`src/rtl/mutex_pkg.sv`:
```
// mutex_pkg
//   Shared definitions for the four-channel mutex client.
//   NUM_REQ_DEF  : number of requester channels (fixed at 4)
//   LEN_W_DEF    : width of the per-job hold length
//   TIMEOUT_DEF  : cycles a channel waits for grant before withdrawing
//   ch_state_t   : 2-bit channel FSM encoding (IDLE, REQ, HOLD, REL)
`timescale 1ns/1ps
package mutex_pkg;

  localparam int NUM_REQ_DEF = 4;
  localparam int LEN_W_DEF   = 4;
  localparam int TIMEOUT_DEF = 15;

  typedef enum logic [1:0] {
    ST_IDLE = 2'd0,
    ST_REQ  = 2'd1,
    ST_HOLD = 2'd2,
    ST_REL  = 2'd3
  } ch_state_t;

endpackage

```
`src/rtl/mutex_client_ch.sv`:
```
// mutex_client_ch
//   One requester channel: accepts a job, requests the shared resource,
//   holds it for the job length, then releases it for one cycle.
//   Ports:
//     clk, rst     : clock, asynchronous active-high reset
//     job_valid    : job offered (accepted only while idle)
//     job_len      : hold length of the offered job (0 is treated as 1)
//     grant        : grant line for this channel from the arbiter
//     job_ready    : channel idle, able to accept a job
//     req          : registered request to the arbiter
//     busy         : channel owns the resource (HOLD)
//     done         : one-cycle pulse in the release cycle after a full hold
//     timeout      : one-cycle pulse when the request is abandoned
//     proto_evt    : combinational protocol-violation indication this cycle
`timescale 1ns/1ps
module mutex_client_ch
  import mutex_pkg::*;
#(
  parameter int LEN_W   = LEN_W_DEF,
  parameter int TIMEOUT = TIMEOUT_DEF
) (
  input  logic             clk,
  input  logic             rst,
  input  logic             job_valid,
  input  logic [LEN_W-1:0] job_len,
  input  logic             grant,
  output logic             job_ready,
  output logic             req,
  output logic             busy,
  output logic             done,
  output logic             timeout,
  output logic             proto_evt
);

  localparam int WAIT_W = $clog2(TIMEOUT + 1);

  ch_state_t         state_reg;
  logic [LEN_W-1:0]  len_reg;
  logic [LEN_W-1:0]  hold_cnt_reg;
  logic [WAIT_W-1:0] wait_cnt_reg;
  logic              job_ready_reg;
  logic              req_reg;
  logic              busy_reg;
  logic              done_reg;
  logic              timeout_reg;

  always_ff @(posedge clk or posedge rst) begin
    if (rst) begin
      state_reg     <= ST_IDLE;
      len_reg       <= '0;
      hold_cnt_reg  <= '0;
      wait_cnt_reg  <= '0;
      job_ready_reg <= 1'b1;
      req_reg       <= 1'b0;
      busy_reg      <= 1'b0;
      done_reg      <= 1'b0;
      timeout_reg   <= 1'b0;
    end else begin
      // done and timeout are single-cycle pulses
      done_reg    <= 1'b0;
      timeout_reg <= 1'b0;
      case (state_reg)
        ST_IDLE: begin
          if (job_valid) begin
            len_reg       <= (job_len == '0) ? LEN_W'(1) : job_len;
            wait_cnt_reg  <= '0;
            req_reg       <= 1'b1;
            job_ready_reg <= 1'b0;
            state_reg     <= ST_REQ;
          end
        end
        ST_REQ: begin
          // Grant is checked first so a grant on the final wait cycle wins.
          if (grant) begin
            hold_cnt_reg <= len_reg;
            wait_cnt_reg <= '0;
            busy_reg     <= 1'b1;
            state_reg    <= ST_HOLD;
          end else if (wait_cnt_reg + WAIT_W'(1) == WAIT_W'(TIMEOUT)) begin
            // Counter reaches TIMEOUT: req was high for TIMEOUT cycles.
            wait_cnt_reg  <= '0;
            req_reg       <= 1'b0;
            timeout_reg   <= 1'b1;
            job_ready_reg <= 1'b1;
            state_reg     <= ST_IDLE;
          end else begin
            wait_cnt_reg <= wait_cnt_reg + WAIT_W'(1);
          end
        end
        ST_HOLD: begin
          if (!grant) begin
            // Grant withdrawn under us: abandon without done.
            hold_cnt_reg  <= '0;
            req_reg       <= 1'b0;
            busy_reg      <= 1'b0;
            job_ready_reg <= 1'b1;
            state_reg     <= ST_IDLE;
          end else if (hold_cnt_reg == LEN_W'(1)) begin
            hold_cnt_reg <= '0;
            req_reg      <= 1'b0;
            busy_reg     <= 1'b0;
            done_reg     <= 1'b1;
            state_reg    <= ST_REL;
          end else begin
            hold_cnt_reg <= hold_cnt_reg - LEN_W'(1);
          end
        end
        ST_REL: begin
          job_ready_reg <= 1'b1;
          state_reg     <= ST_IDLE;
        end
        default: begin
          state_reg <= ST_IDLE;
        end
      endcase
    end
  end

  // Grant is illegal while not requesting, and required while holding.
  assign proto_evt = (grant && (state_reg == ST_IDLE || state_reg == ST_REL)) ||
                     (!grant && state_reg == ST_HOLD);

  assign job_ready = job_ready_reg;
  assign req       = req_reg;
  assign busy      = busy_reg;
  assign done      = done_reg;
  assign timeout   = timeout_reg;

endmodule

```
`src/rtl/mutex_client4.sv`:
```
// mutex_client4
//   Four independent mutex-client channels sharing one external arbiter,
//   plus sticky checkers for arbiter misbehaviour.
//   Ports:
//     clk, rst   : clock, asynchronous active-high reset
//     job_valid  : per-channel job offered
//     job_len    : per-channel hold length, channel i at [i*LEN_W +: LEN_W]
//     job_ready  : per-channel idle indication
//     req        : registered request lines to the arbiter
//     grant      : grant lines from the arbiter
//     busy       : per-channel resource ownership
//     done       : per-channel release pulse after a full hold
//     timeout    : per-channel abandon pulse
//     err_clr    : clear for the sticky error flags
//     err_proto  : sticky grant-protocol violation
//     err_mutex  : sticky multiple-grant violation
`timescale 1ns/1ps
module mutex_client4
  import mutex_pkg::*;
#(
  parameter int NUM_REQ = NUM_REQ_DEF,
  parameter int LEN_W   = LEN_W_DEF,
  parameter int TIMEOUT = TIMEOUT_DEF
) (
  input  logic                     clk,
  input  logic                     rst,
  input  logic [NUM_REQ-1:0]       job_valid,
  input  logic [NUM_REQ*LEN_W-1:0] job_len,
  output logic [NUM_REQ-1:0]       job_ready,
  output logic [NUM_REQ-1:0]       req,
  input  logic [NUM_REQ-1:0]       grant,
  output logic [NUM_REQ-1:0]       busy,
  output logic [NUM_REQ-1:0]       done,
  output logic [NUM_REQ-1:0]       timeout,
  input  logic                     err_clr,
  output logic                     err_proto,
  output logic                     err_mutex
);

  logic [NUM_REQ-1:0] proto_evt;
  logic               mutex_evt;
  logic               err_proto_reg;
  logic               err_mutex_reg;

  generate
    for (genvar gi = 0; gi < NUM_REQ; gi++) begin : g_ch
      mutex_client_ch #(
        .LEN_W   (LEN_W),
        .TIMEOUT (TIMEOUT)
      ) u_ch (
        .clk       (clk),
        .rst       (rst),
        .job_valid (job_valid[gi]),
        .job_len   (job_len[gi*LEN_W +: LEN_W]),
        .grant     (grant[gi]),
        .job_ready (job_ready[gi]),
        .req       (req[gi]),
        .busy      (busy[gi]),
        .done      (done[gi]),
        .timeout   (timeout[gi]),
        .proto_evt (proto_evt[gi])
      );
    end
  endgenerate

  assign mutex_evt = ($countones(grant) > 1);

  // A new event in the same cycle as err_clr keeps the flag set.
  always_ff @(posedge clk or posedge rst) begin
    if (rst) begin
      err_proto_reg <= 1'b0;
      err_mutex_reg <= 1'b0;
    end else begin
      err_proto_reg <= (err_proto_reg && !err_clr) || (|proto_evt);
      err_mutex_reg <= (err_mutex_reg && !err_clr) || mutex_evt;
    end
  end

  assign err_proto = err_proto_reg;
  assign err_mutex = err_mutex_reg;

endmodule
```
`config.mk`:
```
export PLATFORM = sky130hd
export DESIGN_NAME = mutex_client4
export DESIGN_NICKNAME = d
export VERILOG_FILES = /design/src/rtl/mutex_pkg.sv /design/src/rtl/mutex_client_ch.sv /design/src/rtl/mutex_client4.sv
export SDC_FILE = /design/constraint.sdc
export NUM_CORES = 1
export LEC_CHECK = 0
export CAP_MARGIN = 20
export CORE_ASPECT_RATIO = 0.7
export CORE_MARGIN = 2
export CORE_UTILIZATION = 52
export DETAILED_ROUTE_END_ITERATION = 16
export PLACE_DENSITY_LB_ADDON = 0.25
export RECOVER_POWER = 50
export SETUP_SLACK_MARGIN = 0.2
export SLEW_MARGIN = 20
export SYNTH_ARGS = -nofsm -noshare
export SYNTH_HDL_FRONTEND = slang
export SYNTH_SLANG_ARGS = --single-unit
```
`constraint.sdc`:
```
create_clock -name clk -period 2.6 [get_ports clk]
set_clock_uncertainty 0.05 [all_clocks]
set_input_delay 0.65 -clock clk [delete_from_list [all_inputs] [get_ports clk]]
set_output_delay 0.65 -clock clk [all_outputs]
set_load 0.02 [all_outputs]
```
==> results.sh, run 1 <==
export IMPL_grt_use_total_pct=20.6
export IMPL_combPwrFrac_pct=45.1
export IMPL_seq_area_um2=1960
export IMPL_min_period_ps=2170
export IMPL_final_cell_mix="dfrtp_1 (74), clkdlybuf4s50_1 (42), inv_1 (41)"
export IMPL_io_pin_count=49
export IMPL_setup_tns_ps=0
export IMPL_final_common_cell="dfrtp_1"
export IMPL_status="complete, no violations"
export IMPL_hold_viol_final=0
export IMPL_max_freq_ghz=0.462
export IMPL_dieArea_um2=9890
export IMPL_antenna_cells=0
export IMPL_gp_congestion=0.884
export IMPL_clkLatencyLatePin_ps=340
export IMPL_vias=3652
export IMPL_clockBufferDepth=2
export IMPL_vdd_ir_drop_max_uv=656
export IMPL_yosysTopAreaCell="dfrtp_1"
export IMPL_drc_errors=0
export IMPL_final_max_slew_viol_count=0
export IMPL_r2r_end="g_ch[3].u_ch.state_reg[1]"
export IMPL_row_count=29
export IMPL_multiInputGateArea_um2=2430
export IMPL_cts_tree="done"
export IMPL_start_util_pct=52.8
export IMPL_dieHeight_um=83.8
export IMPL_powerDensity_nw_per_um2=1130
export IMPL_synth_seq_area_share_pct=41.4
export IMPL_hold_path_class="register to register"
export IMPL_critPathKind="register to primary output"
export IMPL_die_x_um=118
export IMPL_cp_start_kind="register"
export IMPL_yosys_top_cells_area="dfrtp_1 (39%), ha_1 (9.5%), inv_1 (3.3%)"
export IMPL_clock_sinks=78
export IMPL_drt_total_wl_um=9350
export IMPL_period_share_pct=83.3
export IMPL_clockPowerShare_pct=21.8
export IMPL_ys_types=66
export IMPL_cp_arrival_ps=1470
export IMPL_endpoint_kind="primary output"
export IMPL_core_area_um2=8960
export IMPL_relSlewSlack_pct=30.7
export IMPL_cts_root_buf="clkbuf_16"
export IMPL_internal_power_uw=3820
export IMPL_cp_startpoint="g_ch[3].u_ch.job_ready"
export IMPL_critPathSlowestCell="clkdlybuf4s50_1"
export IMPL_cts_repair_resized=0
export IMPL_cp_buffers_inverters=1
export IMPL_ys_async_sr_fraction_pct=100
export IMPL_synth_edf_count=0
export IMPL_synth_nets=555
export IMPL_cap_violations=0
export IMPL_r2r_start="g_ch[3].u_ch.state_reg[1]"
export IMPL_hold_path_startpoint="g_ch[3].u_ch.len_reg[0]"
export IMPL_cts_hold_buffers=0
export IMPL_htreeDepth=3
export IMPL_synth_flop_cell="dfrtp_1"
export IMPL_holdPathStages=2
export IMPL_cpPeakStageDelay_ps=590
export IMPL_netlist_area_um2=4730
export IMPL_crit_path_max_fanout=2
export IMPL_min_to="g_ch[3].u_ch.len_reg[0]"
export IMPL_postSynthAreaPerCell_um2=9.63
export IMPL_power_switching_uw=2420
export IMPL_numCtsBuffers=9
export IMPL_routed_via_density=5.57
export IMPL_setup_viol=0
export IMPL_port_buffers=48
export IMPL_grt_start_max_net_pins=79
export IMPL_initialDrtViolationCount=213
export IMPL_nets=591
export IMPL_worstPathRequired_ps=1900
export IMPL_fill_cells=750
export IMPL_ff2ff_path_depth=7
export IMPL_area_growth_pct=17.2
export IMPL_tightest_slew_ps=1040
export IMPL_clk_pin_slew_ps=60
export IMPL_grt_pass1_wl_um=16400
export IMPL_wl_per_cell_um=14.3
export IMPL_ys_ff_latch=78
export IMPL_antenna_found_initial=0
export IMPL_holdWs_ps=438
export IMPL_drive_gt1_share_pct=10.9
export IMPL_dpl_hpwl_um=6950
export IMPL_rsz0062_at_grt="false"
export IMPL_yosys_area_top_type_share_pct=39.2
export IMPL_grt_pass1_vias=3475
export IMPL_drt_pre_antenna_iters=4
export IMPL_gr_total_overflow=0
export IMPL_p_leak_uw=0.00247
export IMPL_crit_family="buffers and inverters"
export IMPL_ant_nets=0
export IMPL_synth_cells=491
export IMPL_swShare_pct=38.8
export IMPL_yosysWarnings=0
export IMPL_r2r_setup_slack_ps=530
export IMPL_path_cells="clkdlybuf4s50_1"
export IMPL_p_seq_share_pct=33.1
export IMPL_postCtsSetupBuffers=0
## metal layers
metal	vias up	wire length, um	track usage, %
met4	0	94	6.13
met3	10	449	5.53
met1	1748	4760	29.4
met5	-	0	0
met2	85	4050	30.9
li1	1809	-	-
## synth_stat cells (all sizes together), types with 3 or more instances
cell type and number:
nor3b 6, a21oi 24, o31ai 7, ha 36
or3 6, a21boi 4, inv 42, mux2 15
a22o 7, a32o 3, a31oi 6, o41ai 3
nor2b 7, or3b 4, nor2 31, o21a 4
a31o 4, clkbuf 4, a22oi 3, and2 3
buf 24, mux2i 5, nand2b 10, nor3 16
nand2 34, nand3 17, dfrtp 74, dfstp 4
a21o 10, o21ai 43
## power by group through the flow
stage                     sequential [uW]  combinational, uW  clock (uW)
after global placement               2060               2710           0
after CTS                            2060               2830        1390
after floorplan                      1970               2230           0
after detailed placement             2080               2800           0
after global routing                 2140               3140        1430
final                                2070               2810        1360
## stage by stage
stage,total power (uW),util [%],worst slack [ps],std cells,area [um^2]
after global placement,4780,58.4,273,640,5230
final,6240,61.8,433,656,5540
after global routing,6710,61.8,332,656,5540
after CTS,6280,62.0,419,656,5560
after floorplan,4200,-,727,491,4730
after detailed placement,4880,58.4,226,640,5230
## worst reg2reg max path, stage by stage (launching register included)
cell and delay (ps):
dfrtp_1 400, inv_1 110, ha_1 350, nand2b_1 210, a31oi_1 220, o21a_1 210, nor3_2 70, mux2_1 320
## layout make-up
| class | instances | area share, % |
|---|---|---|
| Multi-Input combinational cell | 343 | 43.8 |
| Sequential cell | 78 | 35.3 |
| Timing Repair Buffer | 53 | 9.28 |
| Clock buffer | 10 | 4.31 |
| Inverter | 42 | 2.91 |
| Tap cell | 124 | 2.80 |
| Clock inverter | 6 | 1.54 |
## cell families after synthesis
group,count (synthesis),share of synthesized area (%)
buffers and inverters,70,7.25
DFF,78,41.4
and+or+nand+nor,146,16.6
muxes,20,4.63
AOI/OAI and AO/OA,138,19.9
adders and majority gates,37,9.95
xor gates and xnor gates,2,0.370
## worst max path at each step
| stage | endpoint | slack [ps] | depth (start not counted) |
|---|---|---|---|
| after detailed placement | g_ch[1].u_ch.req | 230 | 6 |
| final | job_ready[3] | 430 | 1 |
| after floorplan | g_ch[3].u_ch.state_reg[1] | 730 | 6 |
| after global routing | g_ch[1].u_ch.wait_cnt_reg[0] | 330 | 5 |
| after CTS | job_ready[3] | 420 | 1 |
| after global placement | g_ch[1].u_ch.req | 270 | 6 |
Note: power is estimated with default switching activity, not from simulation.
==> inputs of run 2 (changes only) <==
--- a/config.mk
+++ b/config.mk
@@ -8,7 +8,7 @@
 export CAP_MARGIN = 20
 export CORE_ASPECT_RATIO = 0.7
 export CORE_MARGIN = 2
-export CORE_UTILIZATION = 52
+export CORE_UTILIZATION = 57
 export DETAILED_ROUTE_END_ITERATION = 16
 export PLACE_DENSITY_LB_ADDON = 0.25
 export RECOVER_POWER = 50
==> constraint.sdc (replaced) <==
create_clock -name clk -period 2.15 [get_ports clk]
set_clock_uncertainty 0.05 [all_clocks]
set_input_delay 0.5375 -clock clk [delete_from_list [all_inputs] [get_ports clk]]
set_output_delay 0.5375 -clock clk [all_outputs]
set_load 0.02 [all_outputs]
==> run 2 against run 1 <==
Net effect:
- the flow now finishes with violations (design-rule violations)
- worst hold slack gained 4.9 ps
- non-clock buffer count grew 23
- via count grew 5.8%
- sequential power grew 20%
- cell area grew 3.2%
- wire length grew 9.1%
- combinational power grew 33%
- core utilization grew 9.9 points
- clock power grew 9.6%
- register-to-register slack lost 310 ps
- final cell count is the same
- global-route usage grew 2.8 points
==> results.sh, run 2 (synthesis gave the netlist of run 1 again) <==
export IMPL_final_common_cell="dfrtp_1"
export IMPL_cts_tree="done"
export IMPL_clk_pin_slew_ps=60
export IMPL_cap_violations=0
export IMPL_rsz0062_at_grt="true"
export IMPL_fill_cells=604
export IMPL_internal_power_uw=4650
export IMPL_path_cells="inv_1, ha_1, or3b_1, nand3_2, o21ai_2, nor4_1, a21o_1"
export IMPL_stdcell_count=656
export IMPL_wl_per_cell_um=15.6
export IMPL_initialDrtViolationCount=220
export IMPL_setup_tns_ps=0
export IMPL_violations="design-rule violations"
export IMPL_area_growth_pct=20.9
export IMPL_grt_pass1_wl_um=16800
export IMPL_core_area_um2=7970
export IMPL_antenna_cells=0
export IMPL_routed_via_density=5.89
export IMPL_crit_family="simple AND/OR/NAND/NOR gates"
export IMPL_numCtsBuffers=9
export IMPL_io_pin_count=49
export IMPL_die_x_um=113
export IMPL_swShare_pct=39.7
export IMPL_final_util_pct=71.7
export IMPL_clockPowerShare_pct=19.3
export IMPL_dpl_hpwl_um=7280
export IMPL_vias=3863
export IMPL_min_period_ps=1930
export IMPL_final_cell_mix="dfrtp_1 (74), clkdlybuf4s50_1 (42), inv_1 (40)"
export IMPL_critPathSlowestCell="nor4_1"
export IMPL_htreeDepth=3
export IMPL_drt_total_wl_um=10200
export IMPL_dieHeight_um=80.2
export IMPL_p_leak_uw=0.00256
export IMPL_cp_buffers_inverters=1
export IMPL_cpPeakStageDelay_ps=430
export IMPL_dieArea_um2=9050
export IMPL_final_cell_area_um2=5720
export IMPL_nets=614
export IMPL_place_inst=634
export IMPL_powerDensity_nw_per_um2=1350
export IMPL_power_uw=7720
export IMPL_worstPathRequired_ps=2380
export IMPL_clock_sinks=78
export IMPL_seq_area_um2=1960
export IMPL_status="finished, violations left"
export IMPL_clkLatencyLatePin_ps=340
export IMPL_relSlewSlack_pct=56.3
export IMPL_critPathKind="register to register"
export IMPL_multiInputGateArea_um2=2510
export IMPL_cp_arrival_ps=2150
export IMPL_grt_pass1_vias=3542
export IMPL_gr_total_overflow=0
export IMPL_tightest_slew_ps=652
export IMPL_setup_viol=0
export IMPL_port_buffers=48
export IMPL_drive_gt1_share_pct=15.9
export IMPL_hold_path_class="register to register"
export IMPL_start_util_pct=59.3
export IMPL_power_switching_uw=3070
export IMPL_clockBufferDepth=2
export IMPL_endpoint_kind="register"
export IMPL_period_share_pct=89.6
export IMPL_crit_path_max_fanout=6
export IMPL_grt_start_max_net_pins=43
export IMPL_row_count=27
export IMPL_antenna_found_initial=0
export IMPL_vdd_ir_drop_max_uv=832
export IMPL_gp_congestion=0.851
export IMPL_ant_nets=0
export IMPL_drt_pre_antenna_iters=11
export IMPL_grt_use_total_pct=23.4
export IMPL_drc_errors=4
export IMPL_combPwrFrac_pct=48.4
export IMPL_final_max_slew_viol_count=0
export IMPL_place_area_um2=5350
export IMPL_p_seq_share_pct=32.3
export IMPL_hold_viol_final=0
export IMPL_max_freq_ghz=0.519
export IMPL_cts_root_buf="clkbuf_16"
export IMPL_cp_start_kind="register"
-- run 2: final cells by class --
class / instances / share of cell area (%)
tap: 101 / 2.21
multi-input combinational: 343 / 43.9
timing repair buffer: 76 / 11.7
clock buffer: 10 / 4.00
sequential: 78 / 34.2
clock inverter: 6 / 1.12
inverter: 42 / 2.78
-- run 2: what timing repair did --
item	4_1_cts	5_1_grt
pin swaps	1	4
setup endpoints to repair	6	12
buffers inserted	3	3
resized for setup	7	15
hold buffers	0	0
-- run 2: path summary, 6_finish.rpt --
kind	from	end	slack, ps	depth (start not counted)
hold reg to reg	g_ch[1].u_ch.busy	g_ch[1].u_ch.busy	440	1
setup / recovery	g_ch[1].u_ch.hold_cnt_reg[1]	g_ch[1].u_ch.state_reg[1]	220	7
hold / removal	g_ch[1].u_ch.busy	g_ch[1].u_ch.busy	440	1
setup reg to reg	g_ch[1].u_ch.hold_cnt_reg[1]	g_ch[1].u_ch.state_reg[1]	220	7
max in group asynchronous	rst	g_ch[2].u_ch.job_ready	380	3
min in group asynchronous	rst	g_ch[0].u_ch.wait_cnt_reg[2]	670	2
-- run 2: metrics by stage --
step                      setup WS (ps)  hold slack [ps]
after floorplan                     277              399
after global placement             61.6              417
after detailed placement           11.2              435
after CTS                           176              447
after global routing               89.9              459
final                               224              443
-- run 2: power by group through the flow --
stage	combinational (uW)	clock, uW	sequential [uW]
2_1_floorplan	2690	0	2390
3_3_place_gp	3390	0	2490
3_5_place_dp	3510	0	2520
4_1_cts	3600	1530	2490
5_1_grt	4160	1590	2570
6_report	3730	1490	2490
-- run 2: metal layers --
layer / track usage [%] / vias up / wire, um
met5: 0 / - / 0
met4: 6.83 / 0 / 185
met3: 5.96 / 18 / 550
met2: 36.4 / 124 / 4640
met1: 32.6 / 1871 / 4830
li1: - / 1850 / -
==> inputs of run 3 (changes only) <==
--- a/config.mk
+++ b/config.mk
@@ -8,7 +8,7 @@
 export CAP_MARGIN = 20
 export CORE_ASPECT_RATIO = 0.7
 export CORE_MARGIN = 2
-export CORE_UTILIZATION = 57
+export CORE_UTILIZATION = 60
 export DETAILED_ROUTE_END_ITERATION = 16
 export PLACE_DENSITY_LB_ADDON = 0.25
 export RECOVER_POWER = 50
==> constraint.sdc (replaced) <==
create_clock -name clk -period 2.3 [get_ports clk]
set_clock_uncertainty 0.05 [all_clocks]
set_input_delay 0.575 -clock clk [delete_from_list [all_inputs] [get_ports clk]]
set_output_delay 0.575 -clock clk [all_outputs]
set_load 0.02 [all_outputs]
==> run 3 against run 2 <==
Net effect:
- the flow now finishes without violations
- wire length up 1.9%
- setup slack better by 36 ps
- count of clock-buffer cells in the layout increased by 2
- die area decreased by 4.8%
- clock power increased by 3%
- sequential power shrank 6%
- maximum frequency down 5.6%
- largest power group unchanged
- highest routed layer unchanged
==> results.sh, run 3 (synthesis gave the netlist of run 1 again) <==
export IMPL_drive_gt1_share_pct=12.7
export IMPL_row_count=27
export IMPL_clkLatencyLatePin_ps=340
export IMPL_dpl_hpwl_um=7550
export IMPL_critPathKind="register to register"
export IMPL_grt_pass1_wl_um=17100
export IMPL_core_area_um2=7770
export IMPL_hold_path_class="register to register"
export IMPL_rsz0062_at_grt="false"
export IMPL_clockBufferDepth=2
export IMPL_setup_viol=0
export IMPL_vdd_ir_drop_max_uv=781
export IMPL_r2r_setup_slack_ps=260
export IMPL_grt_use_total_pct=25.8
export IMPL_io_pin_count=49
export IMPL_crit_path_max_fanout=4
export IMPL_powerDensity_nw_per_um2=1290
export IMPL_routed_via_density=5.90
export IMPL_ant_nets=0
export IMPL_endpoint_kind="register"
export IMPL_final_cell_mix="dfrtp_1 (74), clkdlybuf4s50_1 (42), inv_1 (41)"
export IMPL_drt_pre_antenna_iters=5
export IMPL_status="complete, no violations"
export IMPL_relSlewSlack_pct=38.2
export IMPL_antenna_found_initial=0
export IMPL_area_growth_pct=18.4
export IMPL_wl_per_cell_um=16.1
export IMPL_holdWs_ps=431
export IMPL_port_buffers=48
export IMPL_gp_congestion=0.851
export IMPL_htreeDepth=3
export IMPL_cts_root_buf="clkbuf_16"
export IMPL_cap_violations=0
export IMPL_cts_tree="done"
export IMPL_cts_hold_buffers=0
export IMPL_initialDrtViolationCount=278
export IMPL_vias=3809
export IMPL_drt_total_wl_um=10400
export IMPL_drc_errors=0
export IMPL_cp_start_kind="register"
export IMPL_p_leak_uw=0.00255
export IMPL_dieHeight_um=78.3
export IMPL_max_freq_ghz=0.490
export IMPL_dieArea_um2=8620
export IMPL_worstPathRequired_ps=2470
export IMPL_grt_start_max_net_pins=24
export IMPL_cp_arrival_ps=2210
export IMPL_clock_sinks=78
export IMPL_final_util_pct=72.0
export IMPL_nets=604
export IMPL_grt_pass1_vias=3705
export IMPL_period_share_pct=88.7
export IMPL_start_util_pct=60.9
export IMPL_final_common_cell="dfrtp_1"
export IMPL_clk_pin_slew_ps=60
export IMPL_min_period_ps=2040
export IMPL_gr_total_overflow=0
export IMPL_antenna_cells=0
export IMPL_tightest_slew_ps=922
export IMPL_die_x_um=110
export IMPL_numCtsBuffers=9
export IMPL_final_max_slew_viol_count=0
export IMPL_hold_viol_final=0
export IMPL_setup_tns_ps=0
==> run 3: changes by cell type in the layout (fill, tap and decap cells not counted), moves of 2 or more <==
cell            before  now
ha_1                33   36
dlymetal6s2s_1       0    3
clkinvlp_4           2    0
clkbuf_2             1    3
dlygate4sd2_1        4    1
buf_4               23   13
ha_2                 2    0
==> run 3: path summary, 6_finish.rpt <==
path,startpoint,cells after the start,end
max,g_ch[3].u_ch.hold_cnt_reg[1],6,g_ch[3].u_ch.state_reg[1]
max in group asynchronous,rst,3,g_ch[3].u_ch.hold_cnt_reg[3]
min in group asynchronous,rst,2,g_ch[1].u_ch.timeout
min reg2reg,g_ch[1].u_ch.job_ready,2,g_ch[1].u_ch.job_ready
max reg2reg,g_ch[3].u_ch.hold_cnt_reg[1],6,g_ch[3].u_ch.state_reg[1]
min,g_ch[1].u_ch.job_ready,2,g_ch[1].u_ch.job_ready
==> run 3: routing by layer <==
layer | vias to the layer above | GRT usage, % | wire length, um
met4 | 0 | 9.50 | 104
met1 | 1835 | 33.3 | 4630
met5 | - | 0 | 0
li1 | 1840 | - | -
met3 | 11 | 6.15 | 662
met2 | 123 | 42.1 | 5000
==> run 3: area by class of cell <==
class,count,area (um^2)
multi-input combinational,343,2430
fill,591,2170
sequential,78,1960
timing repair buffer,66,607
clock buffer,12,246
inverter,42,159
tap,101,126
clock inverter,4,70.1
==> run 3: through the flow <==
stage / cell area, um^2 / std cells / worst slack, ps / total power (uW)
finish: 5600 / 646 / 260 / 7240
global route: 5600 / 646 / 159 / 7750
CTS: 5630 / 644 / 202 / 7250
detailed placement: 5310 / 628 / 63.5 / 5650
global placement: 5310 / 628 / 112 / 5470
floorplan: 4730 / 491 / 427 / 4750
==> run 3: report_power, final <==
group	internal [uW]	total, uW	switching, uW
Clock	977	1530	550
Combinational	1500	3370	1870
Sequential	1930	2340	414
==> run 3: worst max-delay path: stages, from the launching register on <==
cell     delay [ps]
dfrtp_1         410
inv_1           100
ha_1            140
or3b_4          400
and3_4          220
nor3_2          230
mux2_1          370
==> run 3: what timing repair did <==
action | in CTS | in global routing
resized for setup | 1 | 4
buffers inserted | 0 | 2
pin swaps | 0 | 1
endpoints found under the setup margin | 1 | 5
